===== config.mk =====
export PLATFORM = sky130hd
export DESIGN_NAME = regfile_param
export DESIGN_NICKNAME = d
export VERILOG_FILES = /design/src/rtl/regfile_pkg.sv /design/src/rtl/reg_word.sv /design/src/rtl/regfile_param.sv
export SDC_FILE = /design/constraint.sdc
export NUM_CORES = 1
export LEC_CHECK = 0
export BUFFER_PORTS_ARGS = -buffer_cell sky130_fd_sc_hd__buf_2
export CAP_MARGIN = 40
export CORE_MARGIN = 8
export CORE_UTILIZATION = 35
export DETAILED_ROUTE_END_ITERATION = 7
export SKIP_LAST_GASP = 1
export SYNTH_ARGS = -nofsm -noshare
export SYNTH_HDL_FRONTEND = slang
export SYNTH_SLANG_ARGS = --single-unit
export TNS_END_PERCENT = 5

===== constraint.sdc =====
create_clock -name clk -period 3.1 [get_ports clk]
set_input_delay 0.465 -clock clk [delete_from_list [all_inputs] [get_ports clk]]
set_output_delay 0.465 -clock clk [all_outputs]
set_load 0.02 [all_outputs]

===== src/rtl/regfile_pkg.sv =====
// Shared constants and types for the parametrised register file.
// The optional hardwired-zero word is selected with REGFILE_ZERO_REG_EN.
package regfile_pkg;

  localparam int unsigned DATA_W_DEF = 8;
  localparam int unsigned ADDR_W_DEF = 2;

  typedef enum logic {
    IDLE  = 1'b0,
    CLEAR = 1'b1
  } clr_state_e;

endpackage


===== src/rtl/reg_word.sv =====
// One storage word: load-enabled register with asynchronous active-high reset.
module reg_word #(
  parameter int unsigned DATA_W = 8
) (
  input  logic              clk,
  input  logic              rst,
  input  logic              load,
  input  logic [DATA_W-1:0] d,
  output logic [DATA_W-1:0] q
);

  always_ff @(posedge clk or posedge rst) begin
    if (rst) begin
      q <= '0;
    end else if (load) begin
      q <= d;
    end
  end

endmodule


===== src/rtl/regfile_param.sv =====
// 1W/2R register file with write-to-read bypass and a sequenced clear.
// Define REGFILE_ZERO_REG_EN to hardwire word 0 to zero.
module regfile_param
  import regfile_pkg::*;
#(
  parameter int unsigned DATA_W = DATA_W_DEF,
  parameter int unsigned ADDR_W = ADDR_W_DEF
) (
  input  logic              clk,
  input  logic              rst,
  input  logic              wr_en,
  input  logic [ADDR_W-1:0] add_wr,
  input  logic [DATA_W-1:0] wr_data,
  input  logic [ADDR_W-1:0] add_rd0,
  input  logic [ADDR_W-1:0] add_rd1,
  input  logic              clr,
  output logic [DATA_W-1:0] rd0,
  output logic [DATA_W-1:0] rd1,
  output logic              busy
);

  localparam int unsigned DEPTH = 2 ** ADDR_W;

  clr_state_e        state;
  logic [ADDR_W-1:0] ptr;

  logic              wr_acc_c;
  logic [DEPTH-1:0]  load_c;
  logic [DATA_W-1:0] word_d_c;
  logic [DATA_W-1:0] word_q [DEPTH];
  logic [DATA_W-1:0] rd0_nxt_c;
  logic [DATA_W-1:0] rd1_nxt_c;

  // A clear request wins over a same-edge write; nothing is written while clearing.
`ifdef REGFILE_ZERO_REG_EN
  assign wr_acc_c = wr_en && (state == IDLE) && !clr && (add_wr != '0);
`else
  assign wr_acc_c = wr_en && (state == IDLE) && !clr;
`endif

  always_comb begin
    load_c   = '0;
    word_d_c = wr_data;
    if (state == CLEAR) begin
      load_c[ptr] = 1'b1;
      word_d_c    = '0;
    end else if (wr_acc_c) begin
      load_c[add_wr] = 1'b1;
    end
  end

  for (genvar i = 0; i < DEPTH; i++) begin : g_word
    reg_word #(
      .DATA_W (DATA_W)
    ) u_word (
      .clk  (clk),
      .rst  (rst),
      .load (load_c[i]),
      .d    (word_d_c),
      .q    (word_q[i])
    );
  end

  // Clear writes never bypass, so reads see the pre-clear value of the word being cleared.
  always_comb begin
    rd0_nxt_c = (wr_acc_c && (add_rd0 == add_wr)) ? wr_data : word_q[add_rd0];
    rd1_nxt_c = (wr_acc_c && (add_rd1 == add_wr)) ? wr_data : word_q[add_rd1];
`ifdef REGFILE_ZERO_REG_EN
    if (add_rd0 == '0) rd0_nxt_c = '0;
    if (add_rd1 == '0) rd1_nxt_c = '0;
`endif
  end

  always_ff @(posedge clk or posedge rst) begin
    if (rst) begin
      state <= IDLE;
      ptr   <= '0;
      busy  <= 1'b0;
      rd0   <= '0;
      rd1   <= '0;
    end else begin
      rd0 <= rd0_nxt_c;
      rd1 <= rd1_nxt_c;
      case (state)
        IDLE: begin
          if (clr) begin
            state <= CLEAR;
            busy  <= 1'b1;
            ptr   <= '0;
          end
        end
        CLEAR: begin
          ptr <= ADDR_W'(ptr + ADDR_W'(1));
          if (ptr == ADDR_W'(DEPTH - 1)) begin
            state <= IDLE;
            busy  <= 1'b0;
          end
        end
        default: begin
          state <= IDLE;
          busy  <= 1'b0;
        end
      endcase
    end
  end

endmodule


* After elaboration in Yosys (flattened, before gate mapping)
Index checks and enable logic that the tools add are counted.
** Operators by class
- $add $sub $neg :: 1
- Multipliers :: 0
- Div/mod/pow operators :: 0
- Magnitude comparators :: 6
- Equality and inequality tests :: 5
- Shift operators :: 0
- Multiplexer cells :: 23
- Bitwise logic cells :: 3
- Reductions and logical operators :: 8
** Operators with widths (count)
- 2-to-1 mux 8 bit :: 7
- binary-select mux 8 bit (select 2 bit) :: 2
- 2-to-1 mux 4 bit :: 2
- greater-or-equal comparator 3 bit, second input constant :: 2
- logical AND 1 bit :: 6
- less-than comparator 2 x 3 -> 1 bit, second input constant :: 2
- 2-to-1 mux 1 bit :: 6
- NOT 2 -> 3 bit :: 2
- demux 1 bit (select 2 bit) :: 2
- equality test 2 bit :: 2
- greater-or-equal comparator 2 x 1 -> 1 bit, second input constant :: 2
- case mux 1 bit (2 select lines) :: 2
- case mux 2 bit (2 select lines) :: 1
- adder 2 x 1 -> 2 bit, second input constant :: 1
- equality test 2 bit, second input constant :: 1
- 2-to-1 mux 2 bit :: 1
- != test 2 x 1 -> 1 bit, second input constant :: 1
- != test 2 bit, second input constant :: 1
- AND reduction 2 bit :: 1
- logical NOT 1 bit :: 1
- NOT 1 bit :: 1
** Word-level totals
- Register bits after elaboration :: 52
- Latch bits :: 0
- Memory bits (writable) :: 0
- ROM bits :: 0
- Bits of input ports :: 18
- Output and inout bits :: 17
- Memories :: 0

* Depth between registers and ports, before layout
- Depth in word-level cells :: 6
- Mapped depth :: 6

* Cells and area by module
Synthesis repeated with hierarchy kept, for this count alone.
** Second synthesis, totals
- Cell total of the unflattened synthesis :: 167
- Area, all modules :: 2717.6 sq um
** Modules (own cells, without submodules)
- regfile_param :: times used 1, cells each 95, area an instance 1376.3 sq um, seq. area each 500.5 sq um
- reg_word :: times used 4, cells each 18, area an instance 335.3 sq um, seq. area each 200.2 sq um

* Least setup slack after synthesis
Ideal clock, no wire load.
- Path type :: input-to-reg
- Start point :: in add_rd0[0]
- End point :: reg rd0[0]
- Setup time :: 125 ps
- Data arrival time :: 1482 ps
- Data required time :: 2975 ps
- Setup slack :: 1494 ps
- Cell stages on the path :: 3
- Path buffers :: 1
- Cells stage by stage :: buf_2 mux4_2 mux2_2
** Between the ends
- Cells in the longest elaborated chain, start to end :: 5
** Ends and longest elaborated chain
- from (decl) :: line regfile_param.sv:14 : input logic [ADDR_W-1:0] add_rd0,
- NOT 2 -> 3 bit (implied by the code) :: line regfile_param.sv:66 : rd0_nxt_c = (wr_acc_c && (add_rd0 == add_wr)) ? wr_data : word_q[add_rd0];
- binary-select mux 8 bit (select 2 bit) :: line regfile_param.sv:66
- 2-to-1 mux 8 bit (implied by the code) (2 in a row) :: line regfile_param.sv:66
- 2-to-1 mux 8 bit * :: line regfile_param.sv:66
- via rd0_nxt_c[0] :: line regfile_param.sv:31 : logic [DATA_W-1:0] rd0_nxt_c;
- to (signal assigned) :: line regfile_param.sv:82 : rd0 <= rd0_nxt_c;
- to (decl) :: line regfile_param.sv:17 : output logic [DATA_W-1:0] rd0,
Mark *: on every way through the listed nets, which the timed path passes. The rest lies on a longest branch. The select of a mux whose other input is x is not followed.
A chain may end at the register's enable or synchronous reset.

* Worst setup path after layout
- Start point :: reg state
- End point :: reg g_word[3].u_word.q[2]
** Between the ends
- Cells in the longest elaborated chain, start to end :: 5
** Ends and longest elaborated chain
- from (decl) :: line regfile_param.sv:24 : clr_state_e state;
- from (signal assigned) :: line regfile_param.sv:76 : state <= IDLE;
- from (signal assigned) :: line regfile_param.sv:87 : state <= CLEAR;
- from (signal assigned) :: line regfile_param.sv:95 : state <= IDLE;
- NOT 1 bit
- logical AND 1 bit (2 in a row) :: line regfile_param.sv:38 : assign wr_acc_c = wr_en && (state == IDLE) && !clr;
- 2-to-1 mux 4 bit :: line regfile_param.sv:47 : end else if (wr_acc_c) begin
- 2-to-1 mux 4 bit :: line regfile_param.sv:44 : if (state == CLEAR) begin
- to (signal assigned) :: line reg_word.sv:14 : q <= '0;
- to (signal assigned) :: line reg_word.sv:16 : q <= d;
- to (decl) :: line reg_word.sv:9 : output logic [DATA_W-1:0] q
Parallel ways exist; a longest one is shown, timed or not.

==> impl_summary.txt <==
----------------------------------------------------
[Synthesis]
  Leading cell types by total area after synthesis ... dfrtp_1 (48%), mux4_2 (13%), mux2_2 (6.7%)
  Synthesized netlist cell count ... 224
  Synthesized area per cell ... 12.0 µm²
  Netlist cell types ... 33
  Share of Yosys cell area claimed by the top area cell type ... 0.483
  Library cell occupying the most area in the post-synthesis netlist ... dfrtp_1
  Cell Area, Synth ... 2690 µm²
  Synth Register Bits ... 52
  Synth Warn # ... 0
  Sequential fraction of the synthesis area ... 0.483
  Syn nets ... 246
  Leading register cell type out of synthesis ... dfrtp_1
  Number of enable flip-flop cells after synthesis ... 0
  Proportion of register bits with asynchronous set or reset after synthesis ... 1.00

[Power and ir drop]
  Largest voltage drop on the vdd net ... 0.525 mV
  Ratio of total power to cell area ... 670 nW/µm²
  Standby leakage power ... 0.00151 µW

[Detailed routing]
  Post-detailed-route wirelength per cell ... 17.9 µm
  Total routed wire length on the met1 layer ... 2.87 mm
  Count of antenna-violating nets left after detailed routing ... 0
  First-pass iteration count of the detailed router ... 4
  Wirelength, routed ... 6.41 mm
  Total DRC errors in the routed layout ... 0
  Met3 routed WL ... 408 µm
  Detailed-route vias per instance ... 5.17
  DR vias ... 1850
  Met2 WL ... 2.98 mm
  Number of DRC violations after detailed-routing iteration 0 ... 94
  Highest layer used for signal routing ... met4

[Setup path]
  Largest stage delay on the critical path ... 600 ps
  Setup slack of the most critical reg-to-reg path ... 1230 ps
  Worst setup path start ... state
  Worst Setup End Kind ... register
  Required time of the worst setup path ... 3290 ps
  Highest net fanout along the worst path ... 20
  Reg-to-Reg Start ... state
  Crit path max-delay cell type ... dfrtp_1
  Ordered list of cells on the worst path ... nor2b_1, and2_1, o21ai_0
  End of the worst register-to-register path ... g_word[3].u_word.q[2]
  CP Class ... register to register
  Worst Reg2Reg Path Length in Cells ... 3
  Critical path arrival ... 2060 ps
  Setup crit start kind ... register

[CTS]
  Number of sinks handled by clock tree synthesis ... 52
  Resized cells post-CTS ... 0
  Number of levels in the clock H-tree ... 2
  Clock latency of the later-clocked register in the worst-skew pair ... 310 ps
  Clock tree from TritonCTS ... done
  Number of hold buffers added after CTS ... 0
  Buffer type at the clock tree root ... clkbuf_8
  Setup Fix Bufs, Post-CTS ... 0
  Num CTS Buffers ... 5
  Clock buffer depth ... 2
  CTS clk-pin slew, worst paths ... 90 ps

[STA]
  Maximum operating frequency ... 535 MHz
  Setup TNS ... 0 ps
  Worst-Margin Slew ... 673 ps
  Slew margin rel. ... 0.551
  Setup skew after layout ... 8.44 ps
  Setup-violating endpoint count in the final report ... 0
  Max-slew violation count ... 0
  Final Cycle Share ... 0.603
  RSZ-0062 raised after global routing ... no
  Time the worst path needs with I/O delays and setup ... 1870 ps
  Count of endpoints failing hold in the final timing report ... 0

[GRT]
  Global-route wire length before repair ... 10.4 mm
  Total grt overflow ... 0
  Overall fraction of global-route tracks in use ... 0.122
  Number of global-route vias before repair ... 1987
  Largest net degree at the start of global routing ... 53
  Antenna violations before repair ... 0

[Run]
  Max Cap Viol ... 0

[Place]
  Total half-perimeter wirelength after legalization and detailed placement ... 4.31 mm
  Count of buffers from port buffering ... 34
  Post-placement cell count ... 350
  RD Place Congestion ... 0.791

[Floorplan]
  Placeable core region ... 7610 µm²
  Initial Utilization ... 0.354
  Area of the die ... 10800 µm²
  Die H ... 104 µm
  IO Count ... 35
  Row Count ... 32
  Horiz. Die Dim ... 104 µm

[Final layout]
  Leading cell type in the layout, fill and taps excluded ... dfrtp_1
  Non-Filler Instances ... 358
  Relative area change from synthesis to final layout ... 12.9%
  Most frequent cells in the layout ... dfrtp_1 (52), buf_2 (34), nand2_1 (31)
  Final layout net count ... 277
  Ant diodes ... 0
  Fraction of layout cells with a size suffix above 1 ... 0.320
  Core Util, Final ... 0.400
  Layout filler cell count ... 751

[Min path]
  Worst min-delay path category ... input port to asynchronous set/reset pin

[Status]
  Status ... complete, no violations

----------------------------------------------------
==> area by class of cell <==
| cell class | count | area [µm²] | area share |
|---|---|---|---|
| timing repair buffer | 37 | 193 | 0.0633 |
| multi-input combinational | 145 | 1260 | 0.414 |
| inverter | 14 | 52.6 | 0.0173 |
| clock buffer | 6 | 72.6 | 0.0239 |
| sequential | 52 | 1300 | 0.428 |
| tap | 102 | 128 | 0.0420 |
| clock inverter | 2 | 35.0 | 0.0115 |
==> worst max-delay path by stage <==
stage / end / slack, ps / depth (start not counted)
2_1_floorplan: busy / 1380 / 1
3_3_place_gp: g_word[1].u_word.q[6] / 1090 / 4
3_5_place_dp: g_word[1].u_word.q[7] / 1040 / 4
4_1_cts: g_word[3].u_word.q[2] / 1240 / 3
5_1_grt: g_word[3].u_word.q[2] / 1030 / 3
6_report: g_word[3].u_word.q[2] / 1230 / 3
==> registers in the layout, indices dropped and copies added, names as in the netlist <==
register and cells:
rd0 8, g_word.u_word.q 32, rd1 8, ptr 2
state 1, busy 1
==> per-stage QoR <==
step | hold WS [ps] | instance area [µm²] | total power (µW) | setup slack, ps
global placement | 530 | 2930 | 1580 | 1090
global route | 391 | 3040 | 2150 | 1030
floorplan | 508 | 2690 | 1390 | 1380
CTS | 346 | 3040 | 2060 | 1240
detailed placement | 537 | 2930 | 1590 | 1040
finish | 329 | 3040 | 2040 | 1230
==> logic make-up (layout without fill, tap and decap cells) <==
family / Yosys count / count (layout) / synth area share
compound gates: 28 / 28 / 0.0664
xor+xnor: 4 / 4 / 0.0130
fa+ha+maj: 4 / 4 / 0.0186
buf+inv: 27 / 59 / 0.0492
flops: 52 / 52 / 0.483
mux: 46 / 46 / 0.253
simple gates: 63 / 63 / 0.117
==> Yosys cell counts, types with 2 or more instances <==
master and number:
a211oi_1 2, a21o_1 2, a21oi_1 3, a221o_1 4, and2_1 2, and3_1 2, buf_2 7, buf_6 3
clkbuf_1 3, dfrtp_1 52, ha_1 4, inv_1 14, mux2_2 16, mux2i_1 14, mux4_2 16, nand2_1 31
nand3_1 13, nand3_2 2, nor2_1 2, nor2b_1 3, o21ai_0 14, xnor2_1 4
==> where the power goes <==
group / total (µW) / internal, µW / switching, µW
clock: 468 / 240 / 228
combinational: 613 / 267 / 346
sequential: 956 / 833 / 122
total: 2040 / 1340 / 697
==> critical path, delay by kind of cell, from the launching register on <==
kind	cells	cell delay (ps)
AOI/OAI and AO/OA	1	150
DFF	1	600
and+or+nand+nor	2	990
==> metal layers <==
| metal | global-route usage | vias up |
|---|---|---|
| met2 | 0.198 | 64 |
| met1 | 0.147 | 917 |
| met4 | 0.0517 | 0 |
| li1 | - | 855 |
| met3 | 0.0384 | 14 |
| met5 | 0 | - |
Power figures use the tool's default switching activity.
